### src/rtl/escalonador_pkg.sv
// Shared types and codes for the OLED frame scheduler.
package escalonador_pkg;

    localparam int unsigned FONTE_W  = 2;
    localparam int unsigned QUADRO_W = 8;

    typedef enum logic [1:0] {
        OCIOSO  = 2'd0,
        DISPARA = 2'd1,
        AGUARDA = 2'd2,
        MORTO   = 2'd3
    } estado_t;

    localparam logic [FONTE_W-1:0] FONTE_NENHUMA = 2'd0;
    localparam logic [FONTE_W-1:0] FONTE_ANIM    = 2'd1;
    localparam logic [FONTE_W-1:0] FONTE_EVENTO  = 2'd2;
    localparam logic [FONTE_W-1:0] FONTE_MORTE   = 2'd3;

    // Fixed priority: death screen, then button event, then animation.
    function automatic logic [FONTE_W-1:0] fonte_prioritaria(
        input logic morte,
        input logic evento,
        input logic anim
    );
        if (morte) begin
            return FONTE_MORTE;
        end else if (evento) begin
            return FONTE_EVENTO;
        end else if (anim) begin
            return FONTE_ANIM;
        end
        return FONTE_NENHUMA;
    endfunction

endpackage

### src/rtl/divisor_tick.sv
// Free-running divider: one-cycle tick every DIV clock cycles.
module divisor_tick #(
    parameter int unsigned DIV = 100
) (
    input  logic clk,
    input  logic rst,
    output logic tick
);

    localparam int unsigned CNT_W = (DIV > 1) ? $clog2(DIV) : 1;

    logic [CNT_W-1:0] cnt_q, cnt_d;
    logic             tick_q, tick_d;

    // Count 0..DIV-1, flag the wrap cycle.
    always_comb begin
        tick_d = 1'b0;
        cnt_d  = cnt_q + CNT_W'(1);
        if (cnt_q == CNT_W'(DIV - 1)) begin
            cnt_d  = '0;
            tick_d = 1'b1;
        end
    end

    // Counter and tick registers.
    always_ff @(posedge clk or posedge rst) begin
        if (rst) begin
            cnt_q  <= '0;
            tick_q <= 1'b0;
        end else begin
            cnt_q  <= cnt_d;
            tick_q <= tick_d;
        end
    end

    assign tick = tick_q;

endmodule

### src/rtl/escalonador_quadros.sv
// Frame scheduler: arbitrates frame requests, strobes the display driver,
// watches for completion and selects the image source.
module escalonador_quadros
    import escalonador_pkg::*;
#(
    parameter int unsigned CLK_HZ      = 25_000_000,
    parameter int unsigned FPS         = 10,
    parameter int unsigned TIMEOUT_CYC = 2_000_000
) (
    input  logic       clk,
    input  logic       rst,
    input  logic       req_morte,
    input  logic       req_evento,
    input  logic       disp_busy,
    input  logic       disp_done,
    output logic       disp_start,
    output logic [1:0] fonte_sel,
    output logic [7:0] quadro_cnt,
    output logic       erro_timeout,
    output logic       ocupado
);

    localparam int unsigned TICK_DIV = CLK_HZ / FPS;
    localparam int unsigned WD_W     = (TIMEOUT_CYC > 1) ? $clog2(TIMEOUT_CYC) : 1;

    logic tick;

    estado_t             estado_q, estado_d;
    logic                pend_morte_q, pend_morte_d;
    logic                pend_evento_q, pend_evento_d;
    logic                pend_anim_q, pend_anim_d;
    logic [FONTE_W-1:0]  fonte_sel_q, fonte_sel_d;
    logic [QUADRO_W-1:0] quadro_cnt_q, quadro_cnt_d;
    logic                disp_start_q, disp_start_d;
    logic                erro_timeout_q, erro_timeout_d;
    logic                ocupado_q, ocupado_d;
    logic [WD_W-1:0]     wd_q, wd_d;

    logic                eff_morte, eff_evento, eff_anim;
    logic [FONTE_W-1:0]  fonte_grant;
    logic [WD_W-1:0]     wd_inc;

    divisor_tick #(
        .DIV (TICK_DIV)
    ) u_divisor_tick (
        .clk  (clk),
        .rst  (rst),
        .tick (tick)
    );

    // A request arriving this cycle is visible to the grant in the same cycle.
    assign eff_morte   = pend_morte_q  | req_morte;
    assign eff_evento  = pend_evento_q | req_evento;
    assign eff_anim    = pend_anim_q   | tick;
    assign fonte_grant = fonte_prioritaria(eff_morte, eff_evento, eff_anim);
    assign wd_inc      = wd_q + WD_W'(1);

    // Next-state, pending-flag and output logic.
    always_comb begin
        estado_d       = estado_q;
        pend_morte_d   = eff_morte;
        pend_evento_d  = eff_evento;
        pend_anim_d    = eff_anim;
        fonte_sel_d    = fonte_sel_q;
        quadro_cnt_d   = quadro_cnt_q;
        disp_start_d   = 1'b0;
        erro_timeout_d = erro_timeout_q;
        wd_d           = wd_q;

        unique case (estado_q)
            OCIOSO: begin
                if (!disp_busy && (eff_morte || eff_evento || eff_anim)) begin
                    fonte_sel_d  = fonte_grant;
                    disp_start_d = 1'b1;
                    estado_d     = DISPARA;
                    // A same-cycle request only survives the clear if a frame was
                    // already pending; otherwise it is the one being granted.
                    if (fonte_grant == FONTE_EVENTO) begin
                        pend_evento_d = pend_evento_q & req_evento;
                    end
                    if (fonte_grant == FONTE_ANIM) begin
                        pend_anim_d = pend_anim_q & tick;
                    end
                end
            end
            DISPARA: begin
                wd_d     = '0;
                estado_d = AGUARDA;
            end
            AGUARDA: begin
                wd_d = wd_inc;
                if (disp_done) begin
                    if (fonte_sel_q == FONTE_ANIM) begin
                        quadro_cnt_d = quadro_cnt_q + QUADRO_W'(1);
                    end
                    estado_d = (fonte_sel_q == FONTE_MORTE) ? MORTO : OCIOSO;
                end else if (wd_inc == WD_W'(TIMEOUT_CYC - 1)) begin
                    erro_timeout_d = 1'b1;
                    estado_d       = OCIOSO;
                end
            end
            MORTO: begin
                estado_d = MORTO;
            end
            default: begin
                estado_d = OCIOSO;
            end
        endcase

        ocupado_d = (estado_d != OCIOSO);
    end

    // State and registered outputs.
    always_ff @(posedge clk or posedge rst) begin
        if (rst) begin
            estado_q       <= OCIOSO;
            pend_morte_q   <= 1'b0;
            pend_evento_q  <= 1'b0;
            pend_anim_q    <= 1'b0;
            fonte_sel_q    <= FONTE_NENHUMA;
            quadro_cnt_q   <= '0;
            disp_start_q   <= 1'b0;
            erro_timeout_q <= 1'b0;
            ocupado_q      <= 1'b0;
            wd_q           <= '0;
        end else begin
            estado_q       <= estado_d;
            pend_morte_q   <= pend_morte_d;
            pend_evento_q  <= pend_evento_d;
            pend_anim_q    <= pend_anim_d;
            fonte_sel_q    <= fonte_sel_d;
            quadro_cnt_q   <= quadro_cnt_d;
            disp_start_q   <= disp_start_d;
            erro_timeout_q <= erro_timeout_d;
            ocupado_q      <= ocupado_d;
            wd_q           <= wd_d;
        end
    end

    assign disp_start   = disp_start_q;
    assign fonte_sel    = fonte_sel_q;
    assign quadro_cnt   = quadro_cnt_q;
    assign erro_timeout = erro_timeout_q;
    assign ocupado      = ocupado_q;

endmodule

### config.mk
export PLATFORM = sky130hd
export DESIGN_NAME = escalonador_quadros
export DESIGN_NICKNAME = d
export VERILOG_FILES = /design/src/rtl/escalonador_pkg.sv /design/src/rtl/divisor_tick.sv /design/src/rtl/escalonador_quadros.sv
export SDC_FILE = /design/constraint.sdc
export NUM_CORES = 1
export LEC_CHECK = 0
export CAP_MARGIN = 20
export CORE_ASPECT_RATIO = 0.9
export CORE_MARGIN = 10
export CORE_UTILIZATION = 45
export DETAILED_ROUTE_END_ITERATION = 6
export REMOVE_ABC_BUFFERS = 1
export SLEW_MARGIN = 15
export SYNTH_ARGS = -nofsm -noshare
export SYNTH_HDL_FRONTEND = slang
export SYNTH_SLANG_ARGS = --single-unit
### constraint.sdc
create_clock -name clk -period 5.4 [get_ports clk]
set_input_delay 0.54 -clock clk [delete_from_list [all_inputs] [get_ports clk]]
set_output_delay 0.54 -clock clk [all_outputs]
set_load 0.01 [all_outputs]
## Yosys cells after proc, flatten, opt, wreduce, memory -nomap -nowiden

Index checks and enable logic that the tools add are counted.

| storage, ports and cells | value |
|---|---|
| output and inout port bits | 13 |
| bits in registers | 62 |
| input port bits | 6 |
| logic and storage cells | 63 |

| cells by class | value |
|---|---|
| bitwise operators | 6 |
| reductions and logical operators | 10 |
| equality and inequality tests | 9 |
| muxes and demuxes | 23 |
| add/subtract/negate cells | 3 |

Operator list:

| cell | count |
|---|---|
| $pmux 21 s2 | 1 |
| $add 22x1->22 const B | 1 |
| $eq 22x22->1 const B | 1 |
| $mux 22 | 1 |
| $add 21x1->21 const B | 1 |
| $eq 21x21->1 const B | 1 |
| $mux 2 | 8 |
| $mux 1 | 12 |
| $add 8x1->8 const B | 1 |
| $eq 2x2->1 const B | 4 |
| $pmux 2 s4 | 1 |
| $eq 2x1->1 const B | 3 |
| $reduce_and 3->1 | 2 |
| $reduce_bool 2->1 | 2 |
| $or 1x1->1 | 3 |
| $and 1x1->1 | 2 |
| $logic_not 2->1 | 1 |
| $logic_or 1x1->1 | 2 |
| $reduce_and 2->1 | 1 |
| $logic_and 1x1->1 | 1 |
| $logic_not 1->1 | 1 |
| $not 1->1 | 1 |

## Depth between registers and ports, before layout

Gate-level depths: netlist of run 1.

| depth | value |
|---|---|
| depth after elaboration | 9 |
| gate-level depth with buffers | 9 |
| gate-level depth less buffers | 7 |

## By module

From an unflattened synthesis of run 1, not the netlist that was laid out.

| unflattened totals | value |
|---|---|
| cell total of the unflattened synthesis | 328 |
| area total of the unflattened synthesis | 3258.1 sq um |

Modules (own cells, without submodules):

| module | times used | seq. area each (sq um) | cells each | area each (sq um) |
|---|---|---|---|---|
| escalonador_quadros | 1 | 975.9 | 226 | 2173.3 |
| divisor_tick | 1 | 575.6 | 102 | 1084.8 |

## Worst setup path after synthesis of run 1

OpenSTA, ideal clock, no wires.

| path | value |
|---|---|
| path kind | flip-flop to flip-flop |
| start point | reg wd_q[1] |
| end point | reg estado_q[1] |
| stages on the path, launching flop included | 9 |
| data required time | 5.253 ns |
| slack | 2.965 ns |
| library setup time | 0.147 ns |
| arrival time | 2.288 ns |
| path through | dfrtp_1 -> ha_1 -> and3_1 -> buf_4 -> nand4_2 -> or3_1 -> a221o_1 -> o41ai_2 -> a22oi_1 |

| between the ends | value |
|---|---|
| cells in the longest elaborated chain, start to end | 5 |

RTL lines:

| what | RTL line | source |
|---|---|---|
| start, declared | escalonador_quadros.sv:37 | `logic [WD_W-1:0] wd_q, wd_d;` |
| start signal, assigned | escalonador_quadros.sv:136 | `wd_q <= wd_d;` |
| $add 21x1->21 | escalonador_quadros.sv:56 | `assign wd_inc = wd_q + WD_W'(1);` |
| $eq 21x21->1 | escalonador_quadros.sv:97 | `end else if (wd_inc == WD_W'(TIMEOUT_CYC - 1)) begin` |
| $mux 2 | escalonador_quadros.sv:97 |  |
| $mux 2 | escalonador_quadros.sv:92 | `if (disp_done) begin` |
| $pmux 2 s4 | escalonador_quadros.sv:70 | `unique case (estado_q)` |
| via estado_d[1] | escalonador_quadros.sv:28 | `estado_t estado_q, estado_d;` |
| end signal, assigned | escalonador_quadros.sv:127 | `estado_q <= estado_d;` |
| end, declared | escalonador_quadros.sv:28 |  |

The timed path passes the listed nets, and every way through them passes these cells.
A chain may end at the register's enable or synchronous reset.

## Worst setup path after layout of run 1

| path | value |
|---|---|
| start point | reg wd_q[1] |
| end point | reg estado_q[0] |

Same word-level chain as after synthesis.

==> reports/qor.yml, run 1 <==
floorplanning:
  die_h_um: 101
  dieArea_sq_um: 11200
  num_io_pins: 19
  die_w_um: 111
  core_area_sq_um: 7110
  rows: 29
  initial_utilization: 0.467
sta:
  worstMarginPinSlew_ps: 777
  fmax_ghz: 0.368
  setup_slack_ps: 2680
  drv_slew: 0
  fin_crit_sh: 0.503
  setup_viol: 0
  slew_headroom: 0.482
  timing.setup.tns_ps: 0
  rsz0062_at_grt: "no"
  fin_skew_ps: 9.38
  hold_viol: 0
  hold_slack_ps: 463
  finalCriticalPeriod_ps: 2720
routing:
  wl_met3_um: 315
  wl_per_cell_um: 15.2
  firstDrtPassIters: 4
  drc: 0
  drt-total-wl_um: 6820
  topRoutingLayerUsed: "met4"
  route.met2.wl_um: 2920
  drtAntennaViolNets: 0
  num_vias: 2529
  wl_met1_um: 3510
  viasPerCell: 5.62
  drt_iter0_drc: 159
worst_setup_path:
  worst-setup-path-type: "reg -> reg"
  cp.required_ps: 5610
  crit_fanout: 8
  crit_path_start_kind: "register"
  reg2reg_depth: 7
  cp_slowest_stage_delay_ps: 450
  cp_slowest_cell: "o41ai_2"
  crit_chain: "ha_1, and3_1, nand4_2, or3_1, a221o_1, o41ai_2, a21oi_1"
  cp_data_arrival_time_ps: 2930
  rrSetupSlack_ps: 2680
  r2r-end: "estado_q[0]"
  endpoint: "estado_q[0]"
  r2r-start: "wd_q[1]"
  startpoint: "wd_q[1]"
  crit_path_end_kind: "register"
placed_design:
  port_buffers: 18
  gp_congestion: 0.847
  dp_hpwl_um: 4660
  place_area_sq_um: 3540
  dp_worst_setup_slack_ps: 2690
  place_inst: 434
synth:
  yosysWarningCount: 0
  synth-async-reset-ratio: 1.00
  synthCells: 340
  ys_seq_area_frac: 0.468
  synthDistinctLibCells: 51
  synth_area_sq_um: 3320
  synthFlopType: "dfrtp_1"
  ys_ff_latch: 62
  syn_area_per_cell_sq_um: 9.76
  synth_edf_count: 0
pwr:
  p_total_mw: 1.28
  powerDensity_nw_per_um2: 342
  max-vdd-ir-drop_mv: 0.145
  p_leak_nw: 1.58
global_route:
  grt_max_degree: 63
  grt_pass1_vias: 2494
  antenna_found_initial: 0
  grt_pass1_wl_um: 12000
  track_usage: 0.127
  grt_overflow: 0
job:
  maxCapViolations: 0
cts:
  cts_tree: "built"
  clock_sinks: 62
  clk_latency_ps: 340
  htree_levels: 3
  clk_pin_slew_worst_paths_ps: 70
  clockBufferDepth: 2
  numCtsBuffers: 9
  clock-root-buffer: "clkbuf_8"
  cts_setup_buffers: 0
  cts_hold_buf: 0
  cts_resized: 0
finish:
  layout-drive-gt1-share: 0.0756
  fin_area_sq_um: 3740
  nNetsFinal: 366
  final_cell_mix: "dfrtp_1 (62), nand2_1 (31), nor2_1 (29)"
  fillers: 658
  final_common_cell: "dfrtp_1"
  final_util: 0.526
  num_antenna_cells: 0
  synthToLayoutAreaGrowth_pct: 12.8
  final_cells: 450
min_path:
  worstHoldPathType: "reg -> reg"
status:
  outcome: "completed"
## logic make-up after synthesis
logic type / after synthesis / synth area share
compound gates: 62 / 0.122
buf+inv: 25 / 0.0358
flops: 62 / 0.468
mux: 8 / 0.0249
simple gates: 143 / 0.235
xor+xnor: 30 / 0.0792
fa+ha+maj: 10 / 0.0362
## critical path: cells and delay by family, from the launching register on
family | cells | cell delay, ps
AOI/OAI and AO/OA | 3 | 970
and+or+nand+nor | 3 | 900
DFF | 1 | 440
adders and majority gates | 1 | 300
## Yosys cell counts, types with 3 or more instances
| master | n | share of area |
|---|---|---|
| nor3_1 | 5 | 0.0075 |
| nand4_1 | 11 | 0.021 |
| clkbuf_1 | 10 | 0.011 |
| o31ai_1 | 5 | 0.011 |
| a22o_1 | 3 | 0.0079 |
| xor2_1 | 14 | 0.037 |
| or2_1 | 3 | 0.0057 |
| o2bb2ai_1 | 4 | 0.011 |
| and4_1 | 6 | 0.016 |
| nand2_1 | 31 | 0.035 |
| xnor2_1 | 16 | 0.042 |
| and3_1 | 10 | 0.019 |
| ha_1 | 8 | 0.030 |
| o21ai_1 | 15 | 0.023 |
| o41ai_1 | 3 | 0.0079 |
| or3_1 | 4 | 0.0075 |
| a21oi_1 | 12 | 0.018 |
| mux2i_1 | 6 | 0.018 |
| dfrtp_1 | 62 | 0.47 |
| nor3b_1 | 3 | 0.0068 |
| nor2_1 | 29 | 0.033 |
| nand3_1 | 21 | 0.032 |
| nor4_1 | 6 | 0.011 |
| o21ai_0 | 8 | 0.012 |
| inv_1 | 5 | 0.0057 |
| buf_4 | 6 | 0.014 |
## worst min path at each step
stage,from,endpoint,slack (ps),cells after the start
after floorplan,pend_morte_q,pend_morte_q,420,2
after global placement,erro_timeout,erro_timeout,440,1
after detailed placement,erro_timeout,erro_timeout,450,1
after CTS,u_divisor_tick.cnt_q[0],u_divisor_tick.cnt_q[0],460,1
after global routing,pend_morte_q,pend_morte_q,500,2
final,u_divisor_tick.cnt_q[0],u_divisor_tick.cnt_q[0],460,1
## layout make-up
type                       count  area, sq um  share of cell area
multi-input combinational    253         1660               0.444
sequential                    62         1550               0.415
timing repair buffer          19          188              0.0502
clock buffer                   9          124              0.0331
tap                           93          116              0.0311
clock inverter                 7         73.8              0.0197
inverter                       7         26.3             0.00702
## per-layer routing
layer  up-vias  global-route usage
met3         9              0.0372
li1       1261                   -
met2        41               0.183
met5         -                   0
met4         0              0.0510
met1      1218               0.174
## power breakdown
| group | leakage (nW) | switching (mW) | internal [mW] |
|---|---|---|---|
| clock network | 0.0996 | 0.195 | 0.214 |
| logic | 0.664 | 0.241 | 0.117 |
| registers | 0.820 | 0.0228 | 0.489 |
## registers in the layout (all words and copies together) (netlist names)
register	count
u_divisor_tick.cnt_q	22
wd_q	21
quadro_cnt	8
estado_q	2
fonte_sel	2
disp_start	1
erro_timeout	1
ocupado	1
pend_anim_q	1
pend_evento_q	1
pend_morte_q	1
u_divisor_tick.tick	1
No activity file was read; power rests on OpenSTA's default activity.
==> run 2: changes to the inputs <==
--- a/config.mk
+++ b/config.mk
@@ -10,6 +10,7 @@
 export CORE_MARGIN = 10
 export CORE_UTILIZATION = 45
 export DETAILED_ROUTE_END_ITERATION = 6
+export PLACE_DENSITY = 0.65
 export REMOVE_ABC_BUFFERS = 1
 export SLEW_MARGIN = 15
 export SYNTH_ARGS = -nofsm -noshare
==> constraint.sdc (replaced) <==
create_clock -name clk -period 2.22 [get_ports clk]
set_input_delay 0.222 -clock clk [delete_from_list [all_inputs] [get_ports clk]]
set_output_delay 0.222 -clock clk [all_outputs]
set_load 0.01 [all_outputs]
==> reports/qor.yml, run 2 (synthesis results as in run 1) <==
floorplanning:
  core_area_sq_um: 7110
  initial_utilization: 0.467
  die_h_um: 101
  rows: 29
  die_w_um: 111
  num_io_pins: 19
  dieArea_sq_um: 11200
cts:
  cts_hold_buf: 0
  clk_latency_ps: 350
  clockBufferDepth: 2
  numCtsBuffers: 9
  htree_levels: 3
  clock_sinks: 62
  clk_pin_slew_worst_paths_ps: 80
  cts_tree: "built"
  clock-root-buffer: "clkbuf_8"
worst_setup_path:
  rrSetupSlack_ps: 50
  worst-setup-path-type: "reg -> reg"
  cp_slowest_cell: "o41ai_4"
  crit_fanout: 3
  crit_family: "compound AO/OA/AOI/OAI gates"
  crit_buf_inv: 0
  crit_path_end_kind: "register"
  crit_chain: "ha_2, and3_4, or3_4, a211oi_2, o2111ai_2, o41ai_4, a22oi_1"
  cp_slowest_stage_delay_ps: 430
  cp_data_arrival_time_ps: 2380
  crit_path_start_kind: "register"
  cp.required_ps: 2430
sta:
  finalCriticalPeriod_ps: 2170
  slew_headroom: 0.723
  rsz0062_at_grt: "yes"
  setup_viol: 0
  fin_skew_ps: 8.80
  fin_crit_sh: 0.978
  fmax_ghz: 0.461
  drv_slew: 0
  hold_viol: 0
  worstMarginPinSlew_ps: 415
routing:
  num_vias: 2696
  firstDrtPassIters: 4
  drtAntennaViolNets: 0
  drt-total-wl_um: 7300
  viasPerCell: 5.51
  drt_iter0_drc: 184
  drc: 0
  wl_per_cell_um: 14.9
global_route:
  track_usage: 0.133
  grt_pass1_vias: 2589
  grt_pass1_wl_um: 12500
  grt_overflow: 0
  grt_max_degree: 63
  antenna_found_initial: 0
finish:
  largest_register_ffs: 22
  final_cell_mix: "dfrtp_1 (62), buf_4 (38), nand2_1 (31)"
  synthToLayoutAreaGrowth_pct: 23.9
  final_cells: 489
  layout-drive-gt1-share: 0.187
  final_common_cell: "dfrtp_1"
  regMostFlops: "u_divisor_tick.cnt_q"
  num_antenna_cells: 0
  nNetsFinal: 405
pwr:
  powerDensity_nw_per_um2: 783
  p_total_mw: 3.22
  p_leak_nw: 1.81
  max-vdd-ir-drop_mv: 0.430
min_path:
  worstHoldPathType: "in -> async"
job:
  maxCapViolations: 0
placed_design:
  gp_congestion: 0.878
  dp_hpwl_um: 5190
  port_buffers: 18
  place_inst: 472
status:
  outcome: "completed"
==> run 2: cell types whose count changed in the layout (fill, tap and decap cells not counted), sizes merged <==
| cell | before | now |
|---|---|---|
| buf | 1 | 40 |
| clkinv | 4 | 3 |
| clkinvlp | 1 | 2 |
==> run 2: worst paths after layout <==
kind,endpoint,depth (start not counted),start
max,estado_q[1],7,wd_q[1]
min,quadro_cnt[4],3,rst
max reg2reg,estado_q[1],7,wd_q[1]
min reg2reg,pend_morte_q,2,pend_morte_q
max in group asynchronous,wd_q[6],3,rst
min in group clk,pend_morte_q,2,pend_morte_q
==> run 2: report_power, final <==
part | leakage, nW | switching [mW] | total [mW] | internal, mW
clock | 0.0956 | 0.470 | 0.990 | 0.519
combinational | 0.892 | 0.637 | 0.989 | 0.353
sequential | 0.820 | 0.0478 | 1.24 | 1.19
total | 1.81 | 1.15 | 3.22 | 2.06
==> run 2: timing repair <==
item | CTS | global route
setup endpoints to repair | 3 | 4
resized for setup | 4 | 8
setup buffers | 0 | 1
pin swaps | 3 | 6
==> run 2: area by class of cell <==
cell class	instances	area, sq um
Clock inverter	7	72.6
Clock buffer	9	124
Timing Repair Buffer	58	497
Sequential cell	62	1550
Tap cell	93	116
Multi-Input combinational cell	253	1720
Inverter	7	26.3
Fill cell	623	3000
==> run 2: routing by layer <==
metal / vias to the layer above / global-route usage / routed length, um
met5: - / 0 / 0
met3: 10 / 0.0449 / 424
met1: 1289 / 0.174 / 3500
met2: 66 / 0.201 / 3280
met4: 0 / 0.0520 / 103
li1: 1331 / - / -
==> run 2: through the flow <==
stage | cell area [sq um] | setup slack [ps] | setup TNS (ps) | util | hold WS (ps)
final | 4110 | 49.2 | 0 | 0.578 | 248
after global routing | 4110 | -49.2 | -96.9 | 0.578 | 268
after CTS | 4060 | 2.60 | 0 | 0.571 | 257
after detailed placement | 3830 | -128 | -340 | 0.539 | 435
after global placement | 3830 | -22.4 | -61.0 | 0.539 | 444
after floorplan | 3230 | -242 | -777 | - | 316
==> run 2: worst reg2reg max path, delay by kind of cell, from the launching register on <==
family                   cells  cell delay, ps
AO/OA/AOI/OAI                4             980
adder cells (fa/ha/maj)      1             200
flip-flops                   1             390
AND/OR/NAND/NOR              2             490
